File: src/rtl/fp_convert_arbiter_if.sv
// Requester, converter and response signals of the shared float-to-int arbiter.
// The slave side is the arbiter; the master side is the requesters, converter and consumer.
interface fp_convert_arbiter_if #(
    parameter int NUM_REQ = 4,
    parameter int ID_W    = $clog2(NUM_REQ)
);
    logic [NUM_REQ-1:0]    req_valid;
    logic [NUM_REQ*32-1:0] req_float;
    logic [NUM_REQ-1:0]    req_ready;
    logic [31:0]           cvt_float;
    logic [31:0]           cvt_int;
    logic                  resp_valid;
    logic                  resp_ready;
    logic [31:0]           resp_int;
    logic [ID_W-1:0]       resp_id;
    logic                  busy;

    modport slave (
        input  req_valid, req_float, cvt_int, resp_ready,
        output req_ready, cvt_float, resp_valid, resp_int, resp_id, busy
    );

    modport master (
        output req_valid, req_float, cvt_int, resp_ready,
        input  req_ready, cvt_float, resp_valid, resp_int, resp_id, busy
    );
endinterface

File: src/rtl/fp_convert_arbiter.sv
// Round-robin, credit-admitted sharing of one fixed-latency float-to-int converter.
// Results are tagged with the issuing requester and returned in issue order.
module fp_convert_arbiter #(
    parameter int NUM_REQ     = 4,
    parameter int CVT_LATENCY = 1,
    parameter int RESP_DEPTH  = 4,
    parameter int ID_W        = $clog2(NUM_REQ)
) (
    input  logic                clock,
    input  logic                reset,
    fp_convert_arbiter_if.slave bus
);
    localparam int CNT_W = $clog2(RESP_DEPTH + 1);
    localparam int AW    = $clog2(RESP_DEPTH);
    localparam logic [CNT_W:0]  L_DEPTH = (CNT_W + 1)'(RESP_DEPTH);
    localparam logic [ID_W:0]   L_NUM   = (ID_W + 1)'(NUM_REQ);
    localparam logic [ID_W-1:0] L_LAST  = ID_W'(NUM_REQ - 1);
    localparam logic [AW-1:0]   L_PEND  = AW'(RESP_DEPTH - 1);

    logic [ID_W-1:0]        r_rr_ptr;
    logic [CVT_LATENCY-1:0] r_tag_vld;
    logic [ID_W-1:0]        r_tag_id [CVT_LATENCY];
    logic [31:0]            r_fifo_int [RESP_DEPTH];
    logic [ID_W-1:0]        r_fifo_id [RESP_DEPTH];
    logic [AW-1:0]          r_wr_ptr;
    logic [AW-1:0]          r_rd_ptr;
    logic [CNT_W-1:0]       r_fifo_count;
    logic [CNT_W-1:0]       r_inflight_count;

    logic                   w_can_issue;
    logic                   w_grant_vld;
    logic [ID_W-1:0]        w_grant_idx;
    logic [CNT_W:0]         w_credit_used;
    logic                   w_push;
    logic                   w_pop;

    // Credits come from registered counts only, so a pop frees its slot one cycle later.
    assign w_credit_used = {1'b0, r_fifo_count} + {1'b0, r_inflight_count};
    assign w_can_issue   = w_credit_used < L_DEPTH;

    always_comb begin
        logic [ID_W:0] w_sum;
        w_grant_vld = 1'b0;
        w_grant_idx = '0;
        w_sum       = '0;
        for (int k = 0; k < NUM_REQ; k++) begin
            w_sum = {1'b0, r_rr_ptr} + (ID_W + 1)'(k);
            if (w_sum >= L_NUM) w_sum = w_sum - L_NUM;
            if (!w_grant_vld && bus.req_valid[w_sum[ID_W-1:0]]) begin
                w_grant_vld = 1'b1;
                w_grant_idx = w_sum[ID_W-1:0];
            end
        end
        if (!w_can_issue || reset) w_grant_vld = 1'b0;
    end

    always_comb begin
        bus.req_ready = '0;
        bus.cvt_float = '0;
        for (int i = 0; i < NUM_REQ; i++) begin
            if (w_grant_vld && (w_grant_idx == ID_W'(i))) begin
                bus.req_ready[i] = 1'b1;
                bus.cvt_float    = bus.req_float[i*32 +: 32];
            end
        end
    end

    assign w_push         = r_tag_vld[CVT_LATENCY-1];
    assign w_pop          = bus.resp_valid & bus.resp_ready;
    assign bus.resp_valid = (r_fifo_count != '0);
    assign bus.busy       = (r_fifo_count != '0) || (r_inflight_count != '0);
    assign bus.resp_int   = r_fifo_int[r_rd_ptr];
    assign bus.resp_id    = r_fifo_id[r_rd_ptr];

    always_ff @(posedge clock or posedge reset) begin
        if (reset) begin
            r_rr_ptr         <= '0;
            r_tag_vld        <= '0;
            r_wr_ptr         <= '0;
            r_rd_ptr         <= '0;
            r_fifo_count     <= '0;
            r_inflight_count <= '0;
            for (int s = 0; s < CVT_LATENCY; s++) r_tag_id[s] <= '0;
        end else begin
            if (w_grant_vld) r_rr_ptr <= (w_grant_idx == L_LAST) ? '0 : w_grant_idx + 1'b1;
            r_tag_vld[0] <= w_grant_vld;
            r_tag_id[0]  <= w_grant_idx;
            for (int s = 1; s < CVT_LATENCY; s++) begin
                r_tag_vld[s] <= r_tag_vld[s-1];
                r_tag_id[s]  <= r_tag_id[s-1];
            end
            if (w_push) r_wr_ptr <= (r_wr_ptr == L_PEND) ? '0 : r_wr_ptr + 1'b1;
            if (w_pop)  r_rd_ptr <= (r_rd_ptr == L_PEND) ? '0 : r_rd_ptr + 1'b1;
            r_fifo_count     <= r_fifo_count + CNT_W'(w_push) - CNT_W'(w_pop);
            r_inflight_count <= r_inflight_count + CNT_W'(w_grant_vld) - CNT_W'(w_push);
        end
    end

    // Storage needs no reset: entries are only read while the count marks them live.
    always_ff @(posedge clock) begin
        if (w_push) begin
            r_fifo_int[r_wr_ptr] <= bus.cvt_int;
            r_fifo_id[r_wr_ptr]  <= r_tag_id[CVT_LATENCY-1];
        end
    end
endmodule

File: src/flat_wrapper.sv
// flat-port wrapper written by rule: the top's interface ports become plain ports
module fp_convert_arbiter_flat 
#(
    parameter int NUM_REQ     = 4,
    parameter int CVT_LATENCY = 1,
    parameter int RESP_DEPTH  = 4,
    parameter int ID_W        = $clog2(NUM_REQ)
)
  (clock, reset, bus_req_valid, bus_req_float, bus_cvt_int, bus_resp_ready, bus_req_ready, bus_cvt_float, bus_resp_valid, bus_resp_int, bus_resp_id, bus_busy);
  fp_convert_arbiter_if #(.NUM_REQ(NUM_REQ), .ID_W(ID_W)) bus_i ();
  input  logic clock;
  input  logic reset;
  input wire logic [$bits(bus_i.req_valid)-1:0] bus_req_valid;
  input wire logic [$bits(bus_i.req_float)-1:0] bus_req_float;
  input wire logic [$bits(bus_i.cvt_int)-1:0] bus_cvt_int;
  input wire logic [$bits(bus_i.resp_ready)-1:0] bus_resp_ready;
  output wire logic [$bits(bus_i.req_ready)-1:0] bus_req_ready;
  output wire logic [$bits(bus_i.cvt_float)-1:0] bus_cvt_float;
  output wire logic [$bits(bus_i.resp_valid)-1:0] bus_resp_valid;
  output wire logic [$bits(bus_i.resp_int)-1:0] bus_resp_int;
  output wire logic [$bits(bus_i.resp_id)-1:0] bus_resp_id;
  output wire logic [$bits(bus_i.busy)-1:0] bus_busy;
  assign bus_i.req_valid = bus_req_valid;
  assign bus_i.req_float = bus_req_float;
  assign bus_i.cvt_int = bus_cvt_int;
  assign bus_i.resp_ready = bus_resp_ready;
  assign bus_req_ready = bus_i.req_ready;
  assign bus_cvt_float = bus_i.cvt_float;
  assign bus_resp_valid = bus_i.resp_valid;
  assign bus_resp_int = bus_i.resp_int;
  assign bus_resp_id = bus_i.resp_id;
  assign bus_busy = bus_i.busy;
  fp_convert_arbiter #(.NUM_REQ(NUM_REQ), .CVT_LATENCY(CVT_LATENCY), .RESP_DEPTH(RESP_DEPTH), .ID_W(ID_W)) u_core (.clock(clock), .reset(reset), .bus(bus_i));
endmodule
File: config.mk
export PLATFORM = sky130hd
export DESIGN_NAME = fp_convert_arbiter_flat
export DESIGN_NICKNAME = d
export VERILOG_FILES = /design/src/rtl/fp_convert_arbiter_if.sv /design/src/rtl/fp_convert_arbiter.sv /design/src/flat_wrapper.sv
export SDC_FILE = /design/constraint.sdc
export NUM_CORES = 1
export LEC_CHECK = 0
export BUFFER_PORTS_ARGS = -buffer_cell sky130_fd_sc_hd__buf_2
export CAP_MARGIN = 20
export CORE_MARGIN = 2
export CORE_UTILIZATION = 50
export CTS_CLUSTER_DIAMETER = 100
export DETAILED_ROUTE_END_ITERATION = 8
export GPL_TIMING_DRIVEN = 0
export PLACE_DENSITY = 0.8
export SLEW_MARGIN = 30
export SYNTH_ARGS = -nofsm -noshare
export SYNTH_HDL_FRONTEND = slang
export SYNTH_SLANG_ARGS = --single-unit
File: constraint.sdc
create_clock -name clock -period 2.8 [get_ports clock]
set_clock_uncertainty 0.15 [all_clocks]
set_input_delay 0.42 -clock clock [delete_from_list [all_inputs] [get_ports clock]]
set_output_delay 0.42 -clock clock [all_outputs]
set_load 0.01 [all_outputs]
==> results.py <==
metrics = {
    "worst_hold_path": {
        "hold_path_end": "u_core.r_fifo_int[1][9]$_DFFE_PP_",
        "holdCritStartpoint": "bus_cvt_int[9]",
        "min-delay-path-class": "primary input to flip-flop",
        "min_path_cells": 1,
    },
    "pwr": {
        "leakage_uw": 0.00410,
        "max-vdd-ir-drop_mv": 0.556,
        "pwr_density_cell_nw_per_um2": 980,
    },
    "grt": {
        "grt_pass1_wl_mm": 29.5,
        "antenna_found_initial": 4,
        "grtUsageTotal": 0.266,
        "grt_pass1_vias": 5542,
        "grt_max_degree": 21,
        "overflow": 0,
    },
    "setup_path": {
        "cp_data_arrival_time_ns": 2.52,
        "reg2reg_from": "u_core.r_fifo_count[1]$_DFF_PP0_",
        "cp_num_buf_inv": 3,
        "cp_slowest_cell": "dfrtp_2",
        "startpoint": "u_core.r_rr_ptr[1]$_DFFE_PP0P_",
        "regToRegSetupSlack_ns": 0.42,
        "required_ns": 2.23,
        "worstSetupStartpointType": "flip-flop",
        "worst-r2r-cell-count": 8,
        "endpoint_kind": "output port",
        "critPathKind": "flip-flop to output port",
        "cp_top_family": "simple AND/OR/NAND/NOR gates",
        "path_cells": "mux2_4, nand2_4, and3_4, ha_4, clkbuf_16, buf_8, and3b_2, o221ai_2, a21oi_2, buf_2",
        "worstPathMaxFanout": 6,
        "r2r_end": "u_core.r_fifo_count[2]$_DFF_PP0_",
        "critPathMaxStageDelay_ns": 0.45,
    },
    "finish": {
        "layout.cells.non_filler": 921,
        "fin_area_um2": 9650,
        "final_cell_mix": "245 x buf_2, 136 x edfxtp_1, 34 x nand2_1, 34 x mux4_2, 33 x a21o_1",
        "final_nets": 909,
        "final_common_cell": "buf_2",
        "drive_above_1_share": 0.549,
        "utilization": 0.698,
        "area_growth_pct": 37.1,
    },
    "timing": {
        "tns_ns": -7.83,
        "drv_slew": 0,
        "hold_ws_ns": 0.0739,
        "fmax_ghz": 0.324,
        "worstMarginPinSlew_ns": 0.612,
        "hold_violations": 0,
        "timing.final.ws_setup_ns": -0.288,
        "timing.final.crit_share": 1.10,
        "min_period_ns": 3.09,
        "rsz0062_at_grt": "true",
        "setup_viol": 33,
        "relSlewSlack": 0.592,
    },
    "yosys": {
        "yosysSeqAreaShare": 0.634,
        "ys_ff_latch": 151,
        "yosys_warnings": 0,
        "synthCells": 454,
        "avgSynthCellArea_um2": 15.5,
        "netlist_area_um2": 7040,
        "syn-num-nets": 638,
        "synth.distinct_cells": 37,
    },
    "detailed_routing": {
        "ant_nets": 0,
        "drt-wirelength-per-cell_um": 21.4,
        "remaining_drc_errors": 0,
        "drtIter0Drc": 372,
        "vias": 5281,
        "drt_wl_total_mm": 19.7,
        "drtPass1Iterations": 4,
        "viasPerCell": 5.73,
    },
    "clock_network": {
        "numCtsBuffers": 17,
        "clockBufferDepth": 2,
        "clock_latency_ns": 0.41,
        "clock-sinks": 151,
        "htree_levels": 4,
        "cts_tree": "built",
        "clkTransAtPathRegs_ns": 0.06,
        "root_buffer": "clkbuf_16",
    },
    "run_status": {
        "outcome": "finished, violations left",
        "violations": "setup timing",
    },
    "floorplan": {
        "initial_utilization": 0.509,
        "pin_count": 239,
        "die_h_um": 123,
        "coreArea_um2": 13800,
        "placementRows": 43,
        "die_w_um": 123,
        "dieArea_um2": 15000,
    },
    "job": {
        "max-cap-violations": 0,
    },
    "placement": {
        "gp_congestion": 0.896,
        "io_buffers": 238,
        "dpl-instance-area_um2": 8570,
        "dp_cells": 876,
        "dp_hpwl_mm": 14.0,
    },
}
stage by stage:
step	setup slack, ns	total power, uW
floorplan	0.0693	5450
global placement	-0.436	6540
detailed placement	-0.474	6740
CTS	-0.295	9330
global route	-0.392	9960
finish	-0.288	9460
report_power, final:
group / switching (uW) / internal (uW)
sequential: 179 / 2880
clock: 852 / 1300
combinational: 2210 / 2040
total: 3240 / 6220
cell families (layout without fill, tap and decap cells):
group | after synthesis | after routing | share of synthesized area
simple gates | 87 | 87 | 0.0784
flops | 151 | 151 | 0.634
fa+ha+maj | 17 | 17 | 0.0324
other cells | 0 | 3 | 0
compound gates | 106 | 106 | 0.106
xor+xnor | 4 | 4 | 0.00498
buf+inv | 51 | 335 | 0.0290
mux | 38 | 38 | 0.116
layout make-up:
cell class	count	area [um^2]
antenna	3	7.51
buffer	33	289
clock buffer	18	429
clock inverter	14	135
fill	932	4180
inverter	16	60.1
multi-input combinational	252	2630
sequential	151	4460
tap	180	225
timing repair buffer	254	1410
layer usage:
metal  GRT usage  share of wire  vias up  wire, um
met5           0        0.00066        -        13
met4      0.0941          0.024        2       474
met3      0.0641          0.064       38      1260
met2       0.507           0.56      257     11000
met1       0.283           0.35     2628      6990
li1            -              -     2356         -
flip-flops by register name, indices dropped and copies added, names as in the netlist:
register	count
u_core.r_rr_ptr	2
u_core.r_fifo_id	8
u_core.r_tag_id	2
u_core.r_inflight_count	3
u_core.r_tag_vld	1
u_core.r_fifo_int	128
u_core.r_rd_ptr	2
u_core.r_fifo_count	3
u_core.r_wr_ptr	2
synthesized netlist by cell type (all sizes together):
cell type,count,area [um^2]
edfxtp,136,4080
nand2,35,131
a21oi,34,170
mux4,34,766
a21o,33,248
and3b,32,280
o221ai,32,280
clkbuf,26,97.6
inv,16,60.1
dfrtp,15,375
ha,15,188
buf,9,46.3
and2,6,37.5
mux2,4,48.8
nand3,3,27.5
nor2,3,11.3
fa,2,40.0
o21ai,2,10.0
or3,2,12.5
or4,2,18.8
xnor2,2,17.5
xor2,2,17.5
a31oi,1,6.26
a41oi,1,8.76
and3,1,6.26
nand2b,1,6.26
nand3b,1,7.51
nor4,1,12.5
o21a,1,7.51
o22a,1,8.76
o22ai,1,6.26
repair_timing:
action / 4_1_cts / 5_1_grt
hold buffers: 1 / 0
setup endpoints to repair: 55 / 53
setup buffers: 5 / 2
pin swaps: 22 / 19
resized for setup: 80 / 43
cloned: 4 / 0
endpoints found under the hold margin: 15 / 0
worst max path at each step:
stage	end	slack, ns	depth (start not counted)
6_report	bus_cvt_float[13]	-0.29	10
5_1_grt	bus_cvt_float[0]	-0.39	10
4_1_cts	bus_cvt_float[4]	-0.29	10
3_5_place_dp	bus_cvt_float[4]	-0.47	11
3_3_place_gp	bus_cvt_float[4]	-0.44	11
2_1_floorplan	bus_cvt_float[22]	0.07	9
Note: power is estimated with default switching activity, not from simulation.
